$ cat src/rtl/bitslip_aligner.sv
// Multi-channel word aligner: each channel slips its deserialized word until it
// sees TRAIN for MATCH_CNT consecutive checks, or gives up after DATAWIDTH slips.
module bitslip_aligner #(
    parameter int                   NCH        = 4,
    parameter int                   DATAWIDTH  = 10,
    parameter logic [DATAWIDTH-1:0] TRAIN      = 10'h3A6,
    parameter int                   SETTLE_CYC = 4,
    parameter int                   MATCH_CNT  = 16,
    localparam int                  SW         = (DATAWIDTH <= 2) ? 1 : $clog2(DATAWIDTH)
) (
    input  logic                     clk,
    input  logic                     reset,
    input  logic                     align_start,
    input  logic [NCH-1:0]           bitslip,
    input  logic [NCH*DATAWIDTH-1:0] din,
    output logic [NCH*DATAWIDTH-1:0] dout,
    output logic [NCH*SW-1:0]        slip_pos,
    output logic [NCH-1:0]           aligned,
    output logic [NCH-1:0]           fail,
    output logic                     busy,
    output logic                     done
);

    typedef enum logic [2:0] {
        ST_IDLE   = 3'd0,
        ST_SETTLE = 3'd1,
        ST_CHECK  = 3'd2,
        ST_LOCKED = 3'd3,
        ST_FAIL   = 3'd4
    } state_e;

    state_e               state_q   [NCH];
    state_e               state_d   [NCH];
    logic [DATAWIDTH-1:0] last_q    [NCH];
    logic [DATAWIDTH-1:0] last_d    [NCH];
    logic [DATAWIDTH-1:0] dout_q    [NCH];
    logic [DATAWIDTH-1:0] dout_d    [NCH];
    logic [SW-1:0]        s_q       [NCH];
    logic [SW-1:0]        s_d       [NCH];
    logic [7:0]           settle_q  [NCH];
    logic [7:0]           settle_d  [NCH];
    logic [7:0]           match_q   [NCH];
    logic [7:0]           match_d   [NCH];
    logic [4:0]           attempt_q [NCH];
    logic [4:0]           attempt_d [NCH];
    logic [NCH-1:0]       aligned_q;
    logic [NCH-1:0]       aligned_d;
    logic [NCH-1:0]       fail_q;
    logic [NCH-1:0]       fail_d;
    logic                 busy_q;
    logic                 busy_d;
    logic                 done_q;
    logic                 done_d;

    // Window of {prev, cur} whose MSB sits s bits below the MSB of prev.
    function automatic logic [DATAWIDTH-1:0] slip_window(
        input logic [DATAWIDTH-1:0] prev,
        input logic [DATAWIDTH-1:0] cur,
        input logic [SW-1:0]        s
    );
        logic [2*DATAWIDTH-1:0] cat;
        cat = {prev, cur} << s;
        return cat[2*DATAWIDTH-1 -: DATAWIDTH];
    endfunction

    function automatic logic [SW-1:0] slip_inc(input logic [SW-1:0] s);
        return (s == SW'(DATAWIDTH - 1)) ? {SW{1'b0}} : s + SW'(1);
    endfunction

    // Per-channel datapath and training state machine next-state logic.
    always_comb begin
        busy_d = 1'b0;
        for (int c = 0; c < NCH; c++) begin
            last_d[c]    = din[c*DATAWIDTH +: DATAWIDTH];
            dout_d[c]    = slip_window(last_q[c], din[c*DATAWIDTH +: DATAWIDTH], s_q[c]);
            state_d[c]   = state_q[c];
            s_d[c]       = s_q[c];
            settle_d[c]  = settle_q[c];
            match_d[c]   = match_q[c];
            attempt_d[c] = attempt_q[c];
            if (align_start) begin
                state_d[c]   = ST_SETTLE;
                settle_d[c]  = 8'(SETTLE_CYC);
                attempt_d[c] = 5'd0;
            end else begin
                case (state_q[c])
                    ST_IDLE, ST_LOCKED, ST_FAIL: begin
                        if (bitslip[c]) begin
                            s_d[c]     = slip_inc(s_q[c]);
                            state_d[c] = ST_IDLE;
                        end else begin
                            state_d[c] = state_q[c];
                        end
                    end
                    ST_SETTLE: begin
                        settle_d[c] = settle_q[c] - 8'd1;
                        if (settle_d[c] == 8'd0) begin
                            state_d[c] = ST_CHECK;
                            match_d[c] = 8'd0;
                        end else begin
                            state_d[c] = ST_SETTLE;
                        end
                    end
                    ST_CHECK: begin
                        if (dout_q[c] == TRAIN) begin
                            match_d[c] = match_q[c] + 8'd1;
                            if (match_d[c] == 8'(MATCH_CNT)) begin
                                state_d[c] = ST_LOCKED;
                            end else begin
                                state_d[c] = ST_CHECK;
                            end
                        end else begin
                            // A full lap of slips without a lock returns s to its start.
                            s_d[c]       = slip_inc(s_q[c]);
                            attempt_d[c] = attempt_q[c] + 5'd1;
                            if (attempt_d[c] == 5'(DATAWIDTH)) begin
                                state_d[c] = ST_FAIL;
                            end else begin
                                state_d[c]  = ST_SETTLE;
                                settle_d[c] = 8'(SETTLE_CYC);
                            end
                        end
                    end
                    default: state_d[c] = ST_IDLE;
                endcase
            end
            aligned_d[c] = (state_d[c] == ST_LOCKED);
            fail_d[c]    = (state_d[c] == ST_FAIL);
            busy_d       = busy_d | (state_d[c] == ST_SETTLE) | (state_d[c] == ST_CHECK);
        end
        done_d = busy_q & ~busy_d;
    end

    // State and output registers.
    always_ff @(posedge clk or negedge reset) begin
        if (!reset) begin
            for (int c = 0; c < NCH; c++) begin
                state_q[c]   <= ST_IDLE;
                last_q[c]    <= {DATAWIDTH{1'b0}};
                dout_q[c]    <= {DATAWIDTH{1'b0}};
                s_q[c]       <= {SW{1'b0}};
                settle_q[c]  <= 8'd0;
                match_q[c]   <= 8'd0;
                attempt_q[c] <= 5'd0;
            end
            aligned_q <= {NCH{1'b0}};
            fail_q    <= {NCH{1'b0}};
            busy_q    <= 1'b0;
            done_q    <= 1'b0;
        end else begin
            for (int c = 0; c < NCH; c++) begin
                state_q[c]   <= state_d[c];
                last_q[c]    <= last_d[c];
                dout_q[c]    <= dout_d[c];
                s_q[c]       <= s_d[c];
                settle_q[c]  <= settle_d[c];
                match_q[c]   <= match_d[c];
                attempt_q[c] <= attempt_d[c];
            end
            aligned_q <= aligned_d;
            fail_q    <= fail_d;
            busy_q    <= busy_d;
            done_q    <= done_d;
        end
    end

    // Pack per-channel registers onto the flat output buses.
    always_comb begin
        dout     = {(NCH*DATAWIDTH){1'b0}};
        slip_pos = {(NCH*SW){1'b0}};
        for (int c = 0; c < NCH; c++) begin
            dout[c*DATAWIDTH +: DATAWIDTH] = dout_q[c];
            slip_pos[c*SW +: SW]           = s_q[c];
        end
    end

    assign aligned = aligned_q;
    assign fail    = fail_q;
    assign busy    = busy_q;
    assign done    = done_q;

endmodule

$ cat config.mk
export PLATFORM = sky130hd
export DESIGN_NAME = bitslip_aligner
export DESIGN_NICKNAME = d
export VERILOG_FILES = /design/src/rtl/bitslip_aligner.sv
export SDC_FILE = /design/constraint.sdc
export NUM_CORES = 1
export LEC_CHECK = 0
export ABC_AREA = 1
export BUFFER_PORTS_ARGS = -buffer_cell sky130_fd_sc_hd__buf_4
export CAP_MARGIN = 20
export CORE_UTILIZATION = 44
export CTS_BUF_LIST = sky130_fd_sc_hd__clkbuf_8
export DETAILED_ROUTE_END_ITERATION = 8
export PLACE_DENSITY = 0.59
export SLEW_MARGIN = 20
export SYNTH_ARGS = -nofsm -noshare
export SYNTH_HDL_FRONTEND = slang
export SYNTH_SLANG_ARGS = --single-unit
$ cat constraint.sdc
create_clock -name clk -period 2.2 [get_ports clk]
set_clock_uncertainty 0.05 [all_clocks]
set_input_delay 0.44 -clock clk [delete_from_list [all_inputs] [get_ports clk]]
set_output_delay 0.44 -clock clk [all_outputs]
set_load 0.005 [all_outputs]
==> results of run 1 <==
-- placed cells by master, fill, tap and decap left out, types with 11 or more instances in the layout --
cell type / count
clkbuf_8: 49
o21ai_0: 128
nor2_2: 20
o221ai_1: 14
inv_1: 185
ha_1: 18
o31ai_1: 11
nand2_1: 483
dfrtp_1: 202
a21oi_1: 25
nand3_1: 161
dlygate4sd3_1: 41
o22ai_1: 35
nand4_1: 21
mux2i_1: 16
buf_4: 148
nor2_1: 111
o211ai_1: 17
inv_2: 12
xor2_1: 24
o21ai_1: 11
-- path summary, 6_finish.rpt --
kind	startpoint	cells after the start	to
max	settle_q[0]	16	done
min	align_start	3	state_q[8]
max reg2reg	settle_q[0]	16	done
min reg2reg	match_q[15]	2	match_q[15]
max in group asynchronous	reset	3	match_q[14]
min in group asynchronous	reset	3	aligned[3]
-- registers in the layout (all words and copies together), names as in the netlist --
name	count
state_q	12
fail	4
dout	40
done	1
attempt_q	20
busy	1
last_q	40
aligned	4
settle_q	32
slip_pos	16
match_q	32
-- layer usage --
layer  vias to the layer above  wire length (um)
met3                        54              1190
met5                         -                 0
met4                         0               619
met2                       221             13200
met1                      5078             13500
li1                       5666                 -
-- kinds of logic after synthesis --
| kind of cell | synth area share |
|---|---|
| DFF | 0.428 |
| AOI/OAI and AO/OA | 0.130 |
| buffers and inverters | 0.0820 |
| adders and majority gates | 0.0254 |
| muxes | 0.0136 |
| xor gates and xnor gates | 0.0200 |
| and+or+nand+nor | 0.301 |
-- where the power goes --
part / internal (uW) / switching, uW
registers: 4640 / 679
logic: 3270 / 5320
clock network: 2670 / 1620
-- worst min-delay path: cells and delay by family --
kind	cells	cell delay (ps)
simple gates	1	60
buf+inv	2	290
-- repair_timing --
item	4_1_cts	5_1_grt
setup buffers	0	7
endpoints found under the setup margin	0	38
hold endpoints to repair	242	0
gates resized for setup	0	40
hold buffers	41	0
-- final cells by class --
cell class / instances / area, sq um
clock buffer: 48 / 661
fill: 2479 / 11600
inverter: 198 / 747
clock inverter: 20 / 239
tap: 335 / 419
multi-input combinational: 1163 / 5910
timing repair buffer: 193 / 1600
sequential: 202 / 5050
-- stage by stage --
stage / instances / utilization
after floorplan: 1617 / -
after global placement: 2043 / 0.501
after detailed placement: 2043 / 0.501
after CTS: 2152 / 0.551
after global routing: 2159 / 0.558
final: 2159 / 0.558
==> flow_metrics.env, run 1 <==
export IMPL_area_delta_synth_final_pct=23.9
export IMPL_hold_viol=0
export IMPL_dieArea_sq_um=27500
export IMPL_critPathArrivalTime_ps=2460
export IMPL_portBuffers=112
export IMPL_cp_start_kind="register"
export IMPL_violations="design-rule violations"
export IMPL_die_width_um=166
export IMPL_fin_ws_ps=153
export IMPL_cts_buffers=39
export IMPL_tns_ps=0
export IMPL_antenna_found_initial=0
export IMPL_netlist_cell_type_count=47
export IMPL_grt_overflow=0
export IMPL_syn_area_sq_um=11800
export IMPL_grt_pass1_wl_mm=48.9
export IMPL_place_gp_congestion=0.874
export IMPL_leakage_uw=0.00724
export IMPL_synth_top_cell_area_share=0.428
export IMPL_maxSlewHeadroom=0.577
export IMPL_fp_dieH_um=166
export IMPL_synthCells=1617
export IMPL_power_uw=18200
export IMPL_drt_wl_total_mm=28.5
export IMPL_drive_gt1_frac=0.154
export IMPL_hold_class="in2reg"
export IMPL_preCtsSetupSlack_ps=70.0
export IMPL_clkLatencyLatePin_ps=530
export IMPL_holdWs_ps=267
export IMPL_finalInstanceArea_sq_um=14600
export IMPL_drt_iter0_drc=734
export IMPL_critPathRequiredTime_ps=2610
export IMPL_htree_levels=2
export IMPL_clockRootBuffer="clkbuf_8"
export IMPL_cts_buffer_depth=3
export IMPL_synth_nets=1688
export IMPL_hpwl_mm=20.2
export IMPL_use_met1=0.292
export IMPL_grt_util_all_layers=0.209
export IMPL_setup_viol=0
export IMPL_slowest_stage="dfrtp_1"
export IMPL_start_util=0.451
export IMPL_crit_family="simple AND/OR/NAND/NOR gates"
export IMPL_powerDensity_nw_per_um2=1240
export IMPL_cp_buffers_inverters=2
export IMPL_ys_warn_count=0
export IMPL_avgSynthCellArea_sq_um=7.30
export IMPL_fin_crit_sh=0.930
export IMPL_use_met2=0.336
export IMPL_cp_end_kind="register"
export IMPL_wl_per_cell_um=13.2
export IMPL_yosysMostFrequentCell="nand2_1"
export IMPL_synth_seq_area_share=0.428
export IMPL_ys_ff_latch=202
export IMPL_yosys_top_cells_count="nand2_1 (491), dfrtp_1 (202), inv_1 (184), nand3_1 (163), o21ai_0 (128)"
export IMPL_core_area_sq_um=26200
export IMPL_drtAntennaViolNets=0
export IMPL_busiest_layer="met2"
export IMPL_io_pins=113
export IMPL_period_needed_ps=2050
export IMPL_path_clk_slew_ps=60
export IMPL_vias_per_cell=5.10
export IMPL_crit_type="reg2reg"
export IMPL_grt_max_degree=75
export IMPL_reg2reg_setup_slack_ps=150
export IMPL_routed_via_count=11019
export IMPL_yosysTopAreaCell="dfrtp_1"
export IMPL_cts_tree="done"
export IMPL_synthFlopType="dfrtp_1"
export IMPL_grt_use_met3=0.0296
export IMPL_fmax_mhz=489
export IMPL_grt_pass1_vias=10455
export IMPL_dpl_cell_area_sq_um=13100
export IMPL_crit_path_max_incr_delay_ps=380
export IMPL_worst_pin_slew_ps=634
export IMPL_cp_cell_sequence="inv_2, ha_4, inv_1, nor2_4, nand3_1, nand2_1, nand2_1, nor2_1, nand3_1, nor2_1, nor2_1, nor2_2, nand2_1, nand2_2, nand3_2, nor2_2"
export IMPL_synthTopCellsByArea="dfrtp_1 (43%), nand2_1 (16%), nand3_1 (6.9%), inv_1 (5.8%), o21ai_0 (5.4%)"
export IMPL_status="finished, violations left"
export IMPL_slew_viol_final=0
export IMPL_num_rows=59
export IMPL_cts_sinks=202
export IMPL_num_nets_final=1868
export IMPL_cap_violations=0
export IMPL_drc=3
export IMPL_drtPass1Iterations=9
export IMPL_peakVddDrop_uv=667
export IMPL_path_max_fanout=5
export IMPL_synth_edff_count=0
export IMPL_synth_async_reset_ratio=1.00
export IMPL_num_antenna_cells=0
Power figures use the tool's default switching activity.
==> inputs of run 2 (changes only) <==
==> constraint.sdc (replaced) <==
create_clock -name clk -period 2.7 [get_ports clk]
set_clock_uncertainty 0.05 [all_clocks]
set_input_delay 0.135 -clock clk [delete_from_list [all_inputs] [get_ports clk]]
set_output_delay 0.135 -clock clk [all_outputs]
set_load 0.005 [all_outputs]
==> flow_metrics.env, run 2 (same netlist as run 1, synthesis figures left out) <==
export IMPL_area_delta_synth_final_pct=20.3
export IMPL_reg2reg_setup_slack_ps=520
export IMPL_grt_pass1_vias=10446
export IMPL_peakVddDrop_uv=542
export IMPL_crit_path_max_incr_delay_ps=430
export IMPL_cts_resized_gates=0
export IMPL_htree_levels=2
export IMPL_critPathRequiredTime_ps=3110
export IMPL_path_max_fanout=5
export IMPL_hpwl_mm=20.0
export IMPL_drc=3
export IMPL_power_uw=13900
export IMPL_wl_per_cell_um=13.1
export IMPL_cp_end_kind="register"
export IMPL_tns_ps=0
export IMPL_grt_util_all_layers=0.210
export IMPL_num_rows=59
export IMPL_vias_per_cell=5.10
export IMPL_multi_input_area_sq_um=5790
export IMPL_drive_gt1_frac=0.123
export IMPL_hold_class="in2reg"
export IMPL_cts_buffers=39
export IMPL_drtAntennaViolNets=0
export IMPL_place_gp_congestion=0.874
export IMPL_cap_violations=0
export IMPL_mostFrequentLayoutCells="nand2_1 (491), dfrtp_1 (202), inv_1 (199)"
export IMPL_path_depth=16
export IMPL_drt_iter0_drc=641
export IMPL_slowest_stage="dfrtp_1"
export IMPL_cts_buffer_depth=3
export IMPL_status="finished, violations left"
export IMPL_num_antenna_cells=0
export IMPL_worstReg2RegStart="attempt_q[15]"
export IMPL_fmax_mhz=459
export IMPL_violations="design-rule violations"
export IMPL_crit_path_end="done"
export IMPL_grt_pass1_wl_mm=48.8
export IMPL_clkLatencyLatePin_ps=520
export IMPL_crit_start="attempt_q[15]"
export IMPL_rsz0062_at_grt="no"
export IMPL_critPathArrivalTime_ps=2580
export IMPL_cp_start_kind="register"
export IMPL_grt_overflow=0
export IMPL_worst_pin_slew_ps=711
export IMPL_crit_type="reg2reg"
export IMPL_fin_ws_ps=521
export IMPL_start_util=0.451
export IMPL_cts_tree="done"
export IMPL_num_nets_final=1845
export IMPL_holdWs_ps=36.0
export IMPL_setup_viol=0
export IMPL_reg2reg_to="done"
export IMPL_reg2reg_depth=16
export IMPL_antenna_found_initial=0
export IMPL_final_common_cell="nand2_1"
export IMPL_drtPass1Iterations=7
export IMPL_die_width_um=166
export IMPL_clockRootBuffer="clkbuf_8"
export IMPL_drt_wl_total_mm=28.0
export IMPL_preCtsSetupSlack_ps=529
export IMPL_cp_buffers_inverters=2
export IMPL_dieArea_sq_um=27500
export IMPL_powerDensity_nw_per_um2=981
export IMPL_fp_dieH_um=166
export IMPL_cpMostUsedCell="nand2_1"
export IMPL_path_clk_slew_ps=60
export IMPL_leakage_uw=0.00711
export IMPL_grt_max_degree=61
export IMPL_portBuffers=112
export IMPL_maxSlewHeadroom=0.526
export IMPL_period_needed_ps=2180
export IMPL_slew_viol_final=0
export IMPL_cts_sinks=202
export IMPL_core_area_sq_um=26200
export IMPL_cp_cell_sequence="ha_1, inv_1, nand2_1, nand2_1, nand3_1, nor2_1, nor2_1, nor2_1, nand2_1, nor2_1, nand3_1, nand2_1, nand2_1, inv_1, nand3_2, nor2_2"
export IMPL_hold_viol=0
export IMPL_fin_crit_sh=0.807
export IMPL_io_pins=113
export IMPL_routed_via_count=10906
export IMPL_crit_family="simple AND/OR/NAND/NOR gates"
export IMPL_seqCellArea_sq_um=5050
export IMPL_fill_cells=2559
-- run 2: cell count changes in the layout (fill, tap and decap cells not counted), sizes merged --
cell         previous run  this run
clkbuf                 49        50
dlygate4sd3            41        43
inv                   198       204
buf                   151       126
bufinv                  6         1
-- run 2: routing by layer --
metal | vias to the layer above | track usage | wire length [um]
li1 | 5638 | - | -
met1 | 5019 | 0.287 | 13600
met2 | 202 | 0.343 | 12800
met3 | 47 | 0.0341 | 1080
met4 | 0 | 0.0593 | 530
met5 | - | 0 | 0
-- run 2: cell type report --
type                    instances  area share
inverters                     198      0.0524
well taps                     335      0.0295
repair buffers                170      0.0996
clock inverters                21     0.00810
multi-input cells            1163       0.407
clock buffers                  49      0.0475
flip-flops and latches        202       0.356
-- run 2: what timing repair did --
item	CTS	global route
buffers inserted	0	0
hold endpoints to repair	154	0
hold buffers	43	0
-- run 2: worst min path at each step --
stage                    start    endpoint  depth (start not counted)
floorplan                reset  aligned[0]                          0
global placement         reset  last_q[18]                          1
detailed placement       reset  last_q[18]                          1
CTS                 bitslip[1]  state_q[7]                          4
global route        bitslip[2]     fail[2]                          4
finish              bitslip[1]  state_q[7]                          4
-- run 2: worst register-to-register path, delay by kind of cell (launching register included) --
| family | cells | cell delay [ps] |
|---|---|---|
| adder cells (fa/ha/maj) | 1 | 260 |
| AND/OR/NAND/NOR | 13 | 1230 |
| buffers and inverters | 2 | 140 |
| flip-flops | 1 | 430 |
-- run 2: per-stage QoR --
step | cells | cell area [sq um] | util
2_1_floorplan | 1617 | 11800 | -
3_3_place_gp | 2025 | 13000 | 0.496
3_5_place_dp | 2025 | 13000 | 0.496
4_1_cts | 2138 | 14200 | 0.542
5_1_grt | 2138 | 14200 | 0.542
6_report | 2138 | 14200 | 0.542
-- run 2: power by group --
part	total, uW	switching, uW	internal [uW]	leakage (uW)
combinational	6500	4080	2420	0.00409
sequential	4430	649	3780	0.00255
clock	3010	1290	1730	0.000466
